==> config.mk <==
export PLATFORM = sky130hd
export DESIGN_NAME = robot_pose_tracker_flat
export DESIGN_NICKNAME = d
export VERILOG_FILES = /design/src/rtl/robot_pkg.sv /design/src/rtl/robot_pose_tracker_if.sv /design/src/rtl/robot_trash_counter.sv /design/src/rtl/robot_pose_tracker.sv /design/src/flat_wrapper.sv
export SDC_FILE = /design/constraint.sdc
export NUM_CORES = 1
export LEC_CHECK = 0
export ABC_CLOCK_PERIOD_IN_PS = 6200
export CELL_PAD_IN_SITES_DETAIL_PLACEMENT = 0
export CELL_PAD_IN_SITES_GLOBAL_PLACEMENT = 1
export CORE_MARGIN = 8
export CORE_UTILIZATION = 39
export CTS_CLUSTER_DIAMETER = 120
export DETAILED_ROUTE_END_ITERATION = 8
export HOLD_SLACK_MARGIN = 0.15
export PLACE_DENSITY_LB_ADDON = 0.15
export SLEW_MARGIN = 10
export SYNTH_ARGS = -nofsm -noshare
export SYNTH_HDL_FRONTEND = slang
export SYNTH_SLANG_ARGS = --single-unit
export TNS_END_PERCENT = 1
==> constraint.sdc <==
create_clock -name clock -period 6.2 [get_ports clock]
set_input_delay 1.24 -clock clock [delete_from_list [all_inputs] [get_ports clock]]
set_output_delay 1.24 -clock clock [all_outputs]
set_load 0.02 [all_outputs]
==> src/rtl/robot_pkg.sv <==
// robot_pkg: shared orientation encoding, map defaults, widths and tracker state type.
package robot_pkg;
  localparam logic [1:0] NORTH = 2'b00;
  localparam logic [1:0] SOUTH = 2'b01;
  localparam logic [1:0] EAST  = 2'b10;
  localparam logic [1:0] WEST  = 2'b11;
  localparam int ROWS_DEF = 10;
  localparam int COLS_DEF = 20;
  localparam int CW = 6;
  localparam int MW = 9;
  typedef enum logic [1:0] {IDLE, RUN, DONE, FAULT} state_t;
  function automatic logic [1:0] rot_left(input logic [1:0] d);
    return d == NORTH ? WEST : d == WEST ? SOUTH : d == SOUTH ? EAST : NORTH;
  endfunction
endpackage

==> src/rtl/robot_pose_tracker_if.sv <==
// robot_pose_tracker_if: run control, robot commands and pose/status outputs of the tracker.
interface robot_pose_tracker_if;
  import robot_pkg::*;
  logic          start;
  logic [CW-1:0] init_row;
  logic [CW-1:0] init_col;
  logic [1:0]    init_dir;
  logic [MW-1:0] max_moves;
  logic          front;
  logic          turn;
  logic          remove;
  logic [CW-1:0] row;
  logic [CW-1:0] col;
  logic [1:0]    dir;
  logic [MW-1:0] moves;
  logic          busy;
  logic          done;
  logic          anomaly;
  logic          illegal_cmd;
  logic          removed;
  logic [CW-1:0] removed_row;
  logic [CW-1:0] removed_col;
  logic [7:0]    trash_count;
  modport master (
    output start, init_row, init_col, init_dir, max_moves, front, turn, remove,
    input  row, col, dir, moves, busy, done, anomaly, illegal_cmd,
           removed, removed_row, removed_col, trash_count
  );
  modport slave (
    input  start, init_row, init_col, init_dir, max_moves, front, turn, remove,
    output row, col, dir, moves, busy, done, anomaly, illegal_cmd,
           removed, removed_row, removed_col, trash_count
  );
endinterface

==> src/rtl/robot_trash_counter.sv <==
// robot_trash_counter: counts consecutive remove cycles, pulses on each completed removal.
module robot_trash_counter import robot_pkg::*; #(
  parameter int REMOVE_CYCLES = 3
) (
  input  logic          clock,
  input  logic          reset,
  input  logic          clear,
  input  logic          en,
  input  logic          remove,
  input  logic [CW-1:0] cell_row,
  input  logic [CW-1:0] cell_col,
  output logic          removed,
  output logic [CW-1:0] removed_row,
  output logic [CW-1:0] removed_col,
  output logic [7:0]    trash_count
);
  localparam int NW = $clog2(REMOVE_CYCLES + 1);
  logic [NW-1:0] cnt;
  always_ff @(posedge clock or posedge reset) begin
    if (reset) begin
      cnt <= '0;
      removed <= 1'b0;
      removed_row <= '0;
      removed_col <= '0;
      trash_count <= '0;
    end else if (clear) begin
      cnt <= '0;
      removed <= 1'b0;
      trash_count <= '0;
    end else if (en && remove && cnt == NW'(REMOVE_CYCLES - 1)) begin
      cnt <= '0;
      removed <= 1'b1;
      removed_row <= cell_row;
      removed_col <= cell_col;
      trash_count <= trash_count == 8'hff ? trash_count : trash_count + 8'd1;
    end else begin
      cnt <= en && remove ? cnt + NW'(1) : '0;
      removed <= 1'b0;
    end
  end
endmodule

==> src/rtl/robot_pose_tracker.sv <==
// robot_pose_tracker: architectural pose, step count and fault flags of the robot controller.
// Define ROBOT_POSE_TRACKER_TRASH_EN to build the trash-removal counter and its outputs.
module robot_pose_tracker import robot_pkg::*; #(
  parameter int ROWS = ROWS_DEF,
  parameter int COLS = COLS_DEF,
  parameter int REMOVE_CYCLES = 3
) (
  input logic clock,
  input logic reset,
  robot_pose_tracker_if.slave p
);
  localparam logic [CW-1:0] ROW_MAX = CW'(ROWS);
  localparam logic [CW-1:0] COL_MAX = CW'(COLS);
  state_t state, nxt;
  logic [CW-1:0] tgt_row, tgt_col;
  logic [MW-1:0] max_r;
  logic oom, last, run;
  // cell in front of the robot; 6-bit wrap on row/col 0 lands out of range
  assign tgt_row = p.dir == NORTH ? p.row - CW'(1) : p.dir == SOUTH ? p.row + CW'(1) : p.row;
  assign tgt_col = p.dir == WEST ? p.col - CW'(1) : p.dir == EAST ? p.col + CW'(1) : p.col;
  assign oom = tgt_row == '0 || tgt_row > ROW_MAX || tgt_col == '0 || tgt_col > COL_MAX;
  assign last = p.moves + MW'(1) == max_r;
  assign run = state == RUN && !p.start;
  always_ff @(posedge clock or posedge reset)
    if (reset) state <= IDLE;
    else state <= nxt;
  always_comb begin
    nxt = state;
    if (p.start) nxt = p.max_moves == '0 ? DONE : RUN;
    else if (state == RUN) nxt = p.front && oom ? FAULT : last ? DONE : RUN;
  end
  always_comb begin
    p.busy = state == RUN;
    p.done = state == DONE;
  end
  always_ff @(posedge clock or posedge reset) begin
    if (reset) begin
      p.row <= CW'(1);
      p.col <= CW'(1);
      p.dir <= NORTH;
      p.moves <= '0;
      p.anomaly <= 1'b0;
      p.illegal_cmd <= 1'b0;
      max_r <= '0;
    end else if (p.start) begin
      p.row <= p.init_row;
      p.col <= p.init_col;
      p.dir <= p.init_dir;
      p.moves <= '0;
      p.anomaly <= 1'b0;
      p.illegal_cmd <= 1'b0;
      max_r <= p.max_moves;
    end else if (state == RUN) begin
      p.moves <= p.moves + MW'(1);
      p.illegal_cmd <= p.illegal_cmd | (p.front & p.turn);
      if (p.front) begin
        if (oom) p.anomaly <= 1'b1;
        else begin
          p.row <= tgt_row;
          p.col <= tgt_col;
        end
      end else if (p.turn) p.dir <= rot_left(p.dir);
    end
  end
`ifdef ROBOT_POSE_TRACKER_TRASH_EN
  robot_trash_counter #(.REMOVE_CYCLES(REMOVE_CYCLES)) u_trash (
    .clock(clock),
    .reset(reset),
    .clear(p.start),
    .en(run),
    .remove(p.remove),
    .cell_row(tgt_row),
    .cell_col(tgt_col),
    .removed(p.removed),
    .removed_row(p.removed_row),
    .removed_col(p.removed_col),
    .trash_count(p.trash_count)
  );
`else
  assign p.removed = 1'b0;
  assign p.removed_row = '0;
  assign p.removed_col = '0;
  assign p.trash_count = '0;
`endif
endmodule

==> src/flat_wrapper.sv <==
// flat-port wrapper written by rule: the top's interface ports become plain ports
module robot_pose_tracker_flat import robot_pkg::*;
#(
  parameter int ROWS = ROWS_DEF,
  parameter int COLS = COLS_DEF,
  parameter int REMOVE_CYCLES = 3
)
  (clock, reset, p_start, p_init_row, p_init_col, p_init_dir, p_max_moves, p_front, p_turn, p_remove, p_row, p_col, p_dir, p_moves, p_busy, p_done, p_anomaly, p_illegal_cmd, p_removed, p_removed_row, p_removed_col, p_trash_count);
  robot_pose_tracker_if p_i ();
  input logic clock;
  input logic reset;
  input wire logic [$bits(p_i.start)-1:0] p_start;
  input wire logic [$bits(p_i.init_row)-1:0] p_init_row;
  input wire logic [$bits(p_i.init_col)-1:0] p_init_col;
  input wire logic [$bits(p_i.init_dir)-1:0] p_init_dir;
  input wire logic [$bits(p_i.max_moves)-1:0] p_max_moves;
  input wire logic [$bits(p_i.front)-1:0] p_front;
  input wire logic [$bits(p_i.turn)-1:0] p_turn;
  input wire logic [$bits(p_i.remove)-1:0] p_remove;
  output wire logic [$bits(p_i.row)-1:0] p_row;
  output wire logic [$bits(p_i.col)-1:0] p_col;
  output wire logic [$bits(p_i.dir)-1:0] p_dir;
  output wire logic [$bits(p_i.moves)-1:0] p_moves;
  output wire logic [$bits(p_i.busy)-1:0] p_busy;
  output wire logic [$bits(p_i.done)-1:0] p_done;
  output wire logic [$bits(p_i.anomaly)-1:0] p_anomaly;
  output wire logic [$bits(p_i.illegal_cmd)-1:0] p_illegal_cmd;
  output wire logic [$bits(p_i.removed)-1:0] p_removed;
  output wire logic [$bits(p_i.removed_row)-1:0] p_removed_row;
  output wire logic [$bits(p_i.removed_col)-1:0] p_removed_col;
  output wire logic [$bits(p_i.trash_count)-1:0] p_trash_count;
  assign p_i.start = p_start;
  assign p_i.init_row = p_init_row;
  assign p_i.init_col = p_init_col;
  assign p_i.init_dir = p_init_dir;
  assign p_i.max_moves = p_max_moves;
  assign p_i.front = p_front;
  assign p_i.turn = p_turn;
  assign p_i.remove = p_remove;
  assign p_row = p_i.row;
  assign p_col = p_i.col;
  assign p_dir = p_i.dir;
  assign p_moves = p_i.moves;
  assign p_busy = p_i.busy;
  assign p_done = p_i.done;
  assign p_anomaly = p_i.anomaly;
  assign p_illegal_cmd = p_i.illegal_cmd;
  assign p_removed = p_i.removed;
  assign p_removed_row = p_i.removed_row;
  assign p_removed_col = p_i.removed_col;
  assign p_trash_count = p_i.trash_count;
  robot_pose_tracker #(.ROWS(ROWS), .COLS(COLS), .REMOVE_CYCLES(REMOVE_CYCLES)) u_core (.clock(clock), .reset(reset), .p(p_i));
endmodule
* Word-level counts from Yosys, hierarchy flattened *
Cells that the tools add are included.

cells by class
  reductions and logical operators = 15
  add/subtract/negate cells = 5
  bitwise logic cells = 2
  equal/unequal tests = 8
  multiplexer cells = 32
  order comparisons = 2

operators with widths
  cell                   count
  $mux W6                12
  $mux W2                12
  $mux W9                2
  $add A6 B1 Y6 const B  2
  $logic_not A6 Y1       2
  $sub A6 B1 Y6 const B  2
  $add A9 B1 Y9 const B  1
  $eq A9 B9 Y1           1
  $logic_not A9 Y1       1
  $reduce_and A3 Y1      3
  $reduce_bool A2 Y1     4
  $eq A2 B2 Y1 const B   3
  $gt A6 B4 Y1 const B   1
  $gt A6 B5 Y1 const B   1
  $mux W1                6
  $eq A2 B1 Y1 const B   2
  $ne A2 B2 Y1 const B   2
  $logic_or A1 B1 Y1     3
  $logic_not A2 Y1       1
  $and A1 B1 Y1          1
  $logic_and A1 B1 Y1    1
  $or A1 B1 Y1           1

storage, ports and cells
  register bits = 36

* Longest topological paths before layout *
Gate-level depths: netlist (run 1).

  depth in word-level cells = 11
  gate-level depth with buffers = 13

* Worst setup path after synthesis (run 1) *
Ideal clock, no wire load.

  kind = register -> register
  start = reg u_core.p.dir[1]
  end = reg u_core.p.col[2]
  setup slack = 3265 ps
  arrival time = 2811 ps
  cell stages (with the launch flop) = 13
  path through = dfrtp_1 > clkbuf_1 > inv_1 > ha_1 > buf_4 > and3b_1 > a31oi_1 > xnor2_1 > o311ai_0 > nand4_1 > buf_4 > o31a_1 > o31a_1

on the way
  word-level cells in the longest chain between the ends = 9
  elaborated cells between the ends (all ways) = 21
  those cells by class = 2 x order compare; 4 x eq/ne; 8 x mux; 7 x reduce/logical

ends and longest elaborated chain
  item                                              line                         text
  start: declaration                                robot_pose_tracker_if.sv:31  output row, col, dir, moves, busy, done, anomaly, illegal_cmd,
  start signal: assignment                          robot_pose_tracker.sv:48     p.dir <= p.init_dir;
  start signal: assignment                          robot_pose_tracker.sv:62     end else if (p.turn) p.dir <= rot_left(p.dir);
  $eq A2 B1 Y1                                      robot_pose_tracker.sv:19     assign tgt_row = p.dir == NORTH ? p.row - CW'(1) : p.dir == SOUTH ? p.row + CW'(1) : p.row;
  $mux W6 (2 in series)                             robot_pose_tracker.sv:19
  $gt A6 B4 Y1 or $logic_not A6 Y1 (tied branches)  robot_pose_tracker.sv:21     assign oom = tgt_row == '0 || tgt_row > ROW_MAX || tgt_col == '0 || tgt_col > COL_MAX;
  $logic_or A1 B1 Y1 (3 in series)                  robot_pose_tracker.sv:21
  $ne A2 B2 Y1 (no source line)                     n/a
  $reduce_and A3 Y1 (no source line)                n/a
  end signal: assignment                            robot_pose_tracker.sv:47     p.col <= p.init_col;
  end signal: assignment                            robot_pose_tracker.sv:60     p.col <= tgt_col;
  end: declaration                                  robot_pose_tracker_if.sv:31

Several ways; a longest one is shown, not always the timed one. The select of a mux whose other input is x is not followed.
A chain may end at the register's enable or synchronous reset.

* Final worst setup path (run 1) *
  start = reg u_core.p.dir[1]
  end = reg u_core.p.col[1]

Same word-level chain as after synthesis.

==> flow_summary.toml, run 1 <==
[outcome]
status = "finished clean"

[place]
gp_congestion = 0.819
port-buffer-count = 54
post-place-ws_ns = 2.35
hpwl_um = 5110

[detailed_routing]
drc = 0
drt-total-wl_um = 7020
route.met2.wl_um = 3480
wl_met3_um = 397
wl_per_cell_um = 15.1
via_per_inst = 5.21
via_count = 2422
routed.top_layer = "met4"
postRouteAntennaNets = 0
first_pass_iters = 4
drt_iter0_markers = 109
routedLengthMet1_um = 3070

[synthesis]
yosys_most_used_dff = "dfrtp_1"
synth-edff-count = 0
synth_fa_ha_area_frac = 0.0445
syn_avg_cell_area_um2 = 8.75
synthArstFlopShare = 1.00
yosysWarnings = 0
synth-seq-area-share = 0.321
synth_compound_area_frac = 0.179
yosys.area_share.simple = 0.220
synth_mux_area_frac = 0.0543
ys_types = 59
post_synth_xor_area_fraction = 0.0717
syn_area_mm2 = 0.00281
ys_ff_latch = 36
synth_top_family_by_area = "simple AND/OR/NAND/NOR gates"
postSynthCellCount = 321

[die]
dieHeight_um = 101
core_area_mm2 = 0.00710
num_io_pins = 77
die_area_mm2 = 0.0102
start_util = 0.396
dieWidth_um = 101
fp-row-count = 31

[critical_path]
crit_family = "simple AND/OR/NAND/NOR gates"
r2r_slack_ns = 2.44
crit_slowest_cell = "dfrtp_1"
crit_required_ns = 6.38
crit_top_cell = "o311ai_0"
slowest_delay_ns = 0.58
crit_buf_inv = 2
crit_fanout = 12
critPathCaptureType = "flop"
crit_arrival_ns = 3.95
crit_start = "u_core.p.dir[1]"
critPathLaunchType = "flop"
cp_cell_sequence = "inv_1, ha_1, and3b_1, a31oi_1, xnor2_1, o311ai_0, nand4_1, buf_4, or4_1, o311ai_0"
crit_type = "flop to flop"
r2r_start = "u_core.p.dir[1]"

[min_path]
hold_start = "u_core.p.anomaly"
hp-class = "flop to flop"

[pwr]
powerDensity_mw_per_mm2 = 215
vdd_ir_drop_max_uv = 154
p_leak_nw = 1.39

[cells_and_area]
area_growth_pct = 21.8
final.fill_count = 725
multi_input_area_mm2 = 0.00168
regArea_um2 = 903
final_common_cell = "clkdlybuf4s50_1"
drive_gt1_frac = 0.0765
layout_common_cells = "clkdlybuf4s50_1, dfrtp_1, nand2_1, nor2_1, conb_1"
utilization = 0.482
antennaDiodeCount = 0
final_nets = 404

[run]
drv_cap = 0

[global_route]
gr-usage-all-layers = 0.139
grt_pass1_vias = 2333
grt_remaining_overflow = 0
antenna_found_initial = 0
grt_start_max_net_pins = 60
grt_pass1_wl_um = 11500

[timing]
worst_pin_slew_ns = 0.680
final_max_slew_viol_count = 0
fin_tns_setup_ns = 0
skew_ns = 0.00524
max_slew_margin = 0.546
fmax_mhz = 266
period_share = 0.607
setup_ws_ns = 2.44
hold_viol_final = 0
setup_viol = 0
rsz0062_at_grt = "no"
fin_crit_ns = 3.76

[clock_tree]
hold_buffers = 0
clk_pin_slew_ns = 0.08
cts.path.max_buffers = 2
clockRootBuffer = "clkbuf_8"
cts_buffers = 5
htreeDepth = 2
cts_tree = "built"
insertion_delay_ns = 0.29
cts-resized-gates = 0
cts.sinks = 36
cts_setup_buffers = 0
==> worst min-delay path: cells and delay by family (launching register included) <==
family           cells  cell delay (ns)
AND/OR/NAND/NOR      1             0.08
flip-flops           1             0.34
AO/OA/AOI/OAI        1             0.04
==> report_power, final <==
| part | switching, W | leakage [nW] | internal (W) |
|---|---|---|---|
| clock network | 0.0000979 | 0.0404 | 0.0000797 |
| logic | 0.000142 | 0.908 | 0.000121 |
| registers | 0.0000375 | 0.438 | 0.000259 |
==> flip-flops by register name (all words and copies together), names as in the netlist <==
register	flops
u_core.max_r	9
u_core.p.anomaly	1
u_core.p.col	6
u_core.p.dir	2
u_core.p.illegal_cmd	1
u_core.p.moves	9
u_core.p.row	6
u_core.state	2
==> Yosys cell counts (3+ instances only) <==
library cell	instances	area, um2
nand3b_1	3	22.5
o21ai_0	15	75.1
xnor2_1	14	123
o211ai_1	5	37.5
mux2i_1	4	40.0
clkbuf_1	13	48.8
a31oi_1	7	43.8
nor4_1	6	37.5
a21oi_1	7	35.0
dfrtp_1	34	851
nor2b_1	9	56.3
buf_2	4	20.0
nor3_1	7	35.0
a221oi_1	3	26.3
inv_1	15	56.3
o311ai_0	3	26.3
nand4_1	4	25.0
nand2b_1	8	50.1
nand2_1	21	78.8
xor2_1	9	78.8
ha_1	10	125
buf_4	23	173
o31a_1	7	61.3
nand3_1	12	60.1
and3_1	3	18.8
mux2_2	10	113
nor2_1	21	78.8
==> stage by stage <==
stage	area, um2	hold slack, ns	std cells	total power, W
after global placement	3330	0.488	457	0.000564
after CTS	3420	0.504	465	0.000747
after floorplan	2890	0.501	341	0.000487
final	3420	0.498	465	0.000737
after detailed placement	3330	0.490	457	0.000567
after global routing	3420	0.544	465	0.000786
==> cells by family (layout without fill, tap and decap cells) <==
logic type,Yosys count,after routing
and+or+nand+nor,113,113
AOI/OAI and AO/OA,68,68
buffers and inverters,56,81
DFF,36,36
xor gates and xnor gates,23,23
muxes,14,14
adders and majority gates,10,10
other,1,21
==> path summary, 6_finish.rpt <==
check | cells past startpoint | to
setup / recovery | 10 | u_core.p.col[1]
hold / removal | 2 | u_core.p.anomaly
setup reg to reg | 10 | u_core.p.col[1]
hold reg to reg | 2 | u_core.p.anomaly
max in group asynchronous | 3 | u_core.p.col[0]
min in group asynchronous | 3 | u_core.max_r[6]
==> cell type report <==
cell class | instances | share of cell area
Inverter | 15 | 0.0165
Sequential cell | 36 | 0.264
Tap cell | 99 | 0.0362
Multi-Input combinational cell | 249 | 0.491
Timing Repair Buffer | 58 | 0.165
Clock buffer | 5 | 0.0201
Clock inverter | 3 | 0.00695
==> routing by layer <==
| metal | global-route usage | vias to the layer above |
|---|---|---|
| met4 | 0.0337 | 0 |
| met3 | 0.0331 | 7 |
| met5 | 0 | - |
| li1 | - | 1203 |
| met1 | 0.174 | 1157 |
| met2 | 0.234 | 55 |
(Power assumes the default switching activity.)
==> inputs of run 2 (changes only) <==
--- a/config.mk
+++ b/config.mk
@@ -5,11 +5,11 @@
 export SDC_FILE = /design/constraint.sdc
 export NUM_CORES = 1
 export LEC_CHECK = 0
-export ABC_CLOCK_PERIOD_IN_PS = 6200
+export ABC_CLOCK_PERIOD_IN_PS = 3740
 export CELL_PAD_IN_SITES_DETAIL_PLACEMENT = 0
 export CELL_PAD_IN_SITES_GLOBAL_PLACEMENT = 1
 export CORE_MARGIN = 8
-export CORE_UTILIZATION = 39
+export CORE_UTILIZATION = 36
 export CTS_CLUSTER_DIAMETER = 120
 export DETAILED_ROUTE_END_ITERATION = 8
 export HOLD_SLACK_MARGIN = 0.15
==> constraint.sdc (replaced) <==
create_clock -name clock -period 3.74 [get_ports clock]
set_input_delay 0.748 -clock clock [delete_from_list [all_inputs] [get_ports clock]]
set_output_delay 0.748 -clock clock [all_outputs]
set_load 0.02 [all_outputs]
==> flow_summary.toml, run 2 (synthesis results as in run 1) <==
[timing]
hold_viol_final = 0
period_share = 0.835
setup_ws_ns = 0.618
fmax_mhz = 320
worst_pin_slew_ns = 0.601
final_max_slew_viol_count = 0
skew_ns = 0.00929
max_slew_margin = 0.594
setup_viol = 0
fin_crit_ns = 3.12
rsz0062_at_grt = "no"
fin_tns_setup_ns = 0

[clock_tree]
cts_setup_buffers = 0
hold_buffers = 0
clk_pin_slew_ns = 0.08
clockRootBuffer = "clkbuf_8"
cts-resized-gates = 0
htreeDepth = 2
cts_tree = "built"
cts_buffers = 5
cts.sinks = 36
insertion_delay_ns = 0.30
cts.path.max_buffers = 2

[cells_and_area]
multi_input_area_mm2 = 0.00168
reg.largest.list = "u_core.max_r (9), u_core.p.moves (9)"
layout_common_cells = "clkdlybuf4s50_1, dfrtp_1, nand2_1, nor2_1, conb_1"
antennaDiodeCount = 0
area_growth_pct = 22.6
final_common_cell = "clkdlybuf4s50_1"
stdcell_area_mm2 = 0.00345
regArea_um2 = 903
drive_gt1_frac = 0.0786
final.fill_count = 765
final_nets = 407

[detailed_routing]
postRouteAntennaNets = 0
via_per_inst = 5.19
via_count = 2444
wl_per_cell_um = 15.7
drc = 0
drt_iter0_markers = 95
first_pass_iters = 4
drt-total-wl_um = 7380

[pwr]
p_leak_nw = 1.41
powerDensity_mw_per_mm2 = 358
vdd_ir_drop_max_uv = 167
power_w = 0.00123

[place]
port-buffer-count = 54
gp_congestion = 0.789
hpwl_um = 5440
post-place-ws_ns = 0.581
postPlaceCellArea_mm2 = 0.00336

[critical_path]
rr_endpoint = "u_core.p.col[2]"
critPathCaptureType = "flop"
r2r_start = "u_core.p.dir[1]"
slowest_delay_ns = 0.53
crit_fanout = 14
endpoint = "u_core.p.col[2]"
crit_slowest_cell = "or4b_4"
crit_required_ns = 3.93
r2r_slack_ns = 0.62
cp_num_cells = 10
crit_arrival_ns = 3.31
critPathLaunchType = "flop"
crit_top_cell = "o31a_1"
crit_start = "u_core.p.dir[1]"
crit_family = "compound AO/OA/AOI/OAI gates"
crit_type = "flop to flop"
ff2ff_path_depth = 10
crit_buf_inv = 2
cp_cell_sequence = "inv_1, ha_1, or4b_4, o41ai_4, xnor2_1, mux2i_1, nand4_1, buf_4, o31a_1, o31a_1"

[min_path]
hp-class = "flop to flop"
hold_path_depth = 2

[global_route]
gr-usage-all-layers = 0.138
grt_pass1_vias = 2430
antenna_found_initial = 0
grt_pass1_wl_um = 12500
grt_start_max_net_pins = 37
grt_remaining_overflow = 0

[die]
fp-row-count = 32
start_util = 0.367
die_area_mm2 = 0.0109
dieWidth_um = 104
num_io_pins = 77
core_area_mm2 = 0.00765
dieHeight_um = 104

[outcome]
status = "finished clean"

[run]
drv_cap = 0
run 2: cell types whose count changed in the layout (fill, tap and decap cells not counted), sizes merged:
cell      change
clkinv        -1
clkbuf        +3
buf           +3
clkinvlp      -2
run 2: stage by stage:
step	hold slack [ns]	cells	util
floorplan	0.501	341	-
global placement	0.479	463	0.439
detailed placement	0.491	463	0.439
CTS	0.507	471	0.451
global route	0.541	471	0.451
finish	0.503	471	0.451
run 2: tightest hold or removal path, cell delays in order (launching register included):
cell	delay, ns
dfrtp_1	0.35
a31oi_1	0.04
nor2_1	0.08
run 2: power by group:
group	switching (W)	internal, W
registers	0.0000626	0.000429
clock network	0.000147	0.000150
logic	0.000239	0.000205
run 2: final cells by class:
| cell class | instances | area share |
|---|---|---|
| Clock buffer | 8 | 0.0261 |
| Inverter | 15 | 0.0163 |
| Multi-Input combinational cell | 249 | 0.488 |
| Sequential cell | 36 | 0.262 |
| Tap cell | 102 | 0.0370 |
| Timing Repair Buffer | 61 | 0.171 |
run 2: layer usage:
metal	routed length, um	up-vias	global-route usage
li1	-	1209	-
met1	3320	1173	0.170
met2	3630	54	0.231
met3	329	8	0.0322
met4	93	0	0.0434
met5	0	-	0
run 2: how the worst min path moves through the flow:
stage	startpoint	endpoint	slack [ns]
floorplan	u_core.max_r[0]	u_core.max_r[0]	0.50
global placement	u_core.p.illegal_cmd	u_core.p.illegal_cmd	0.48
detailed placement	u_core.p.illegal_cmd	u_core.p.illegal_cmd	0.49
CTS	u_core.p.illegal_cmd	u_core.p.illegal_cmd	0.51
global route	u_core.p.anomaly	u_core.p.anomaly	0.54
finish	u_core.p.anomaly	u_core.p.anomaly	0.50
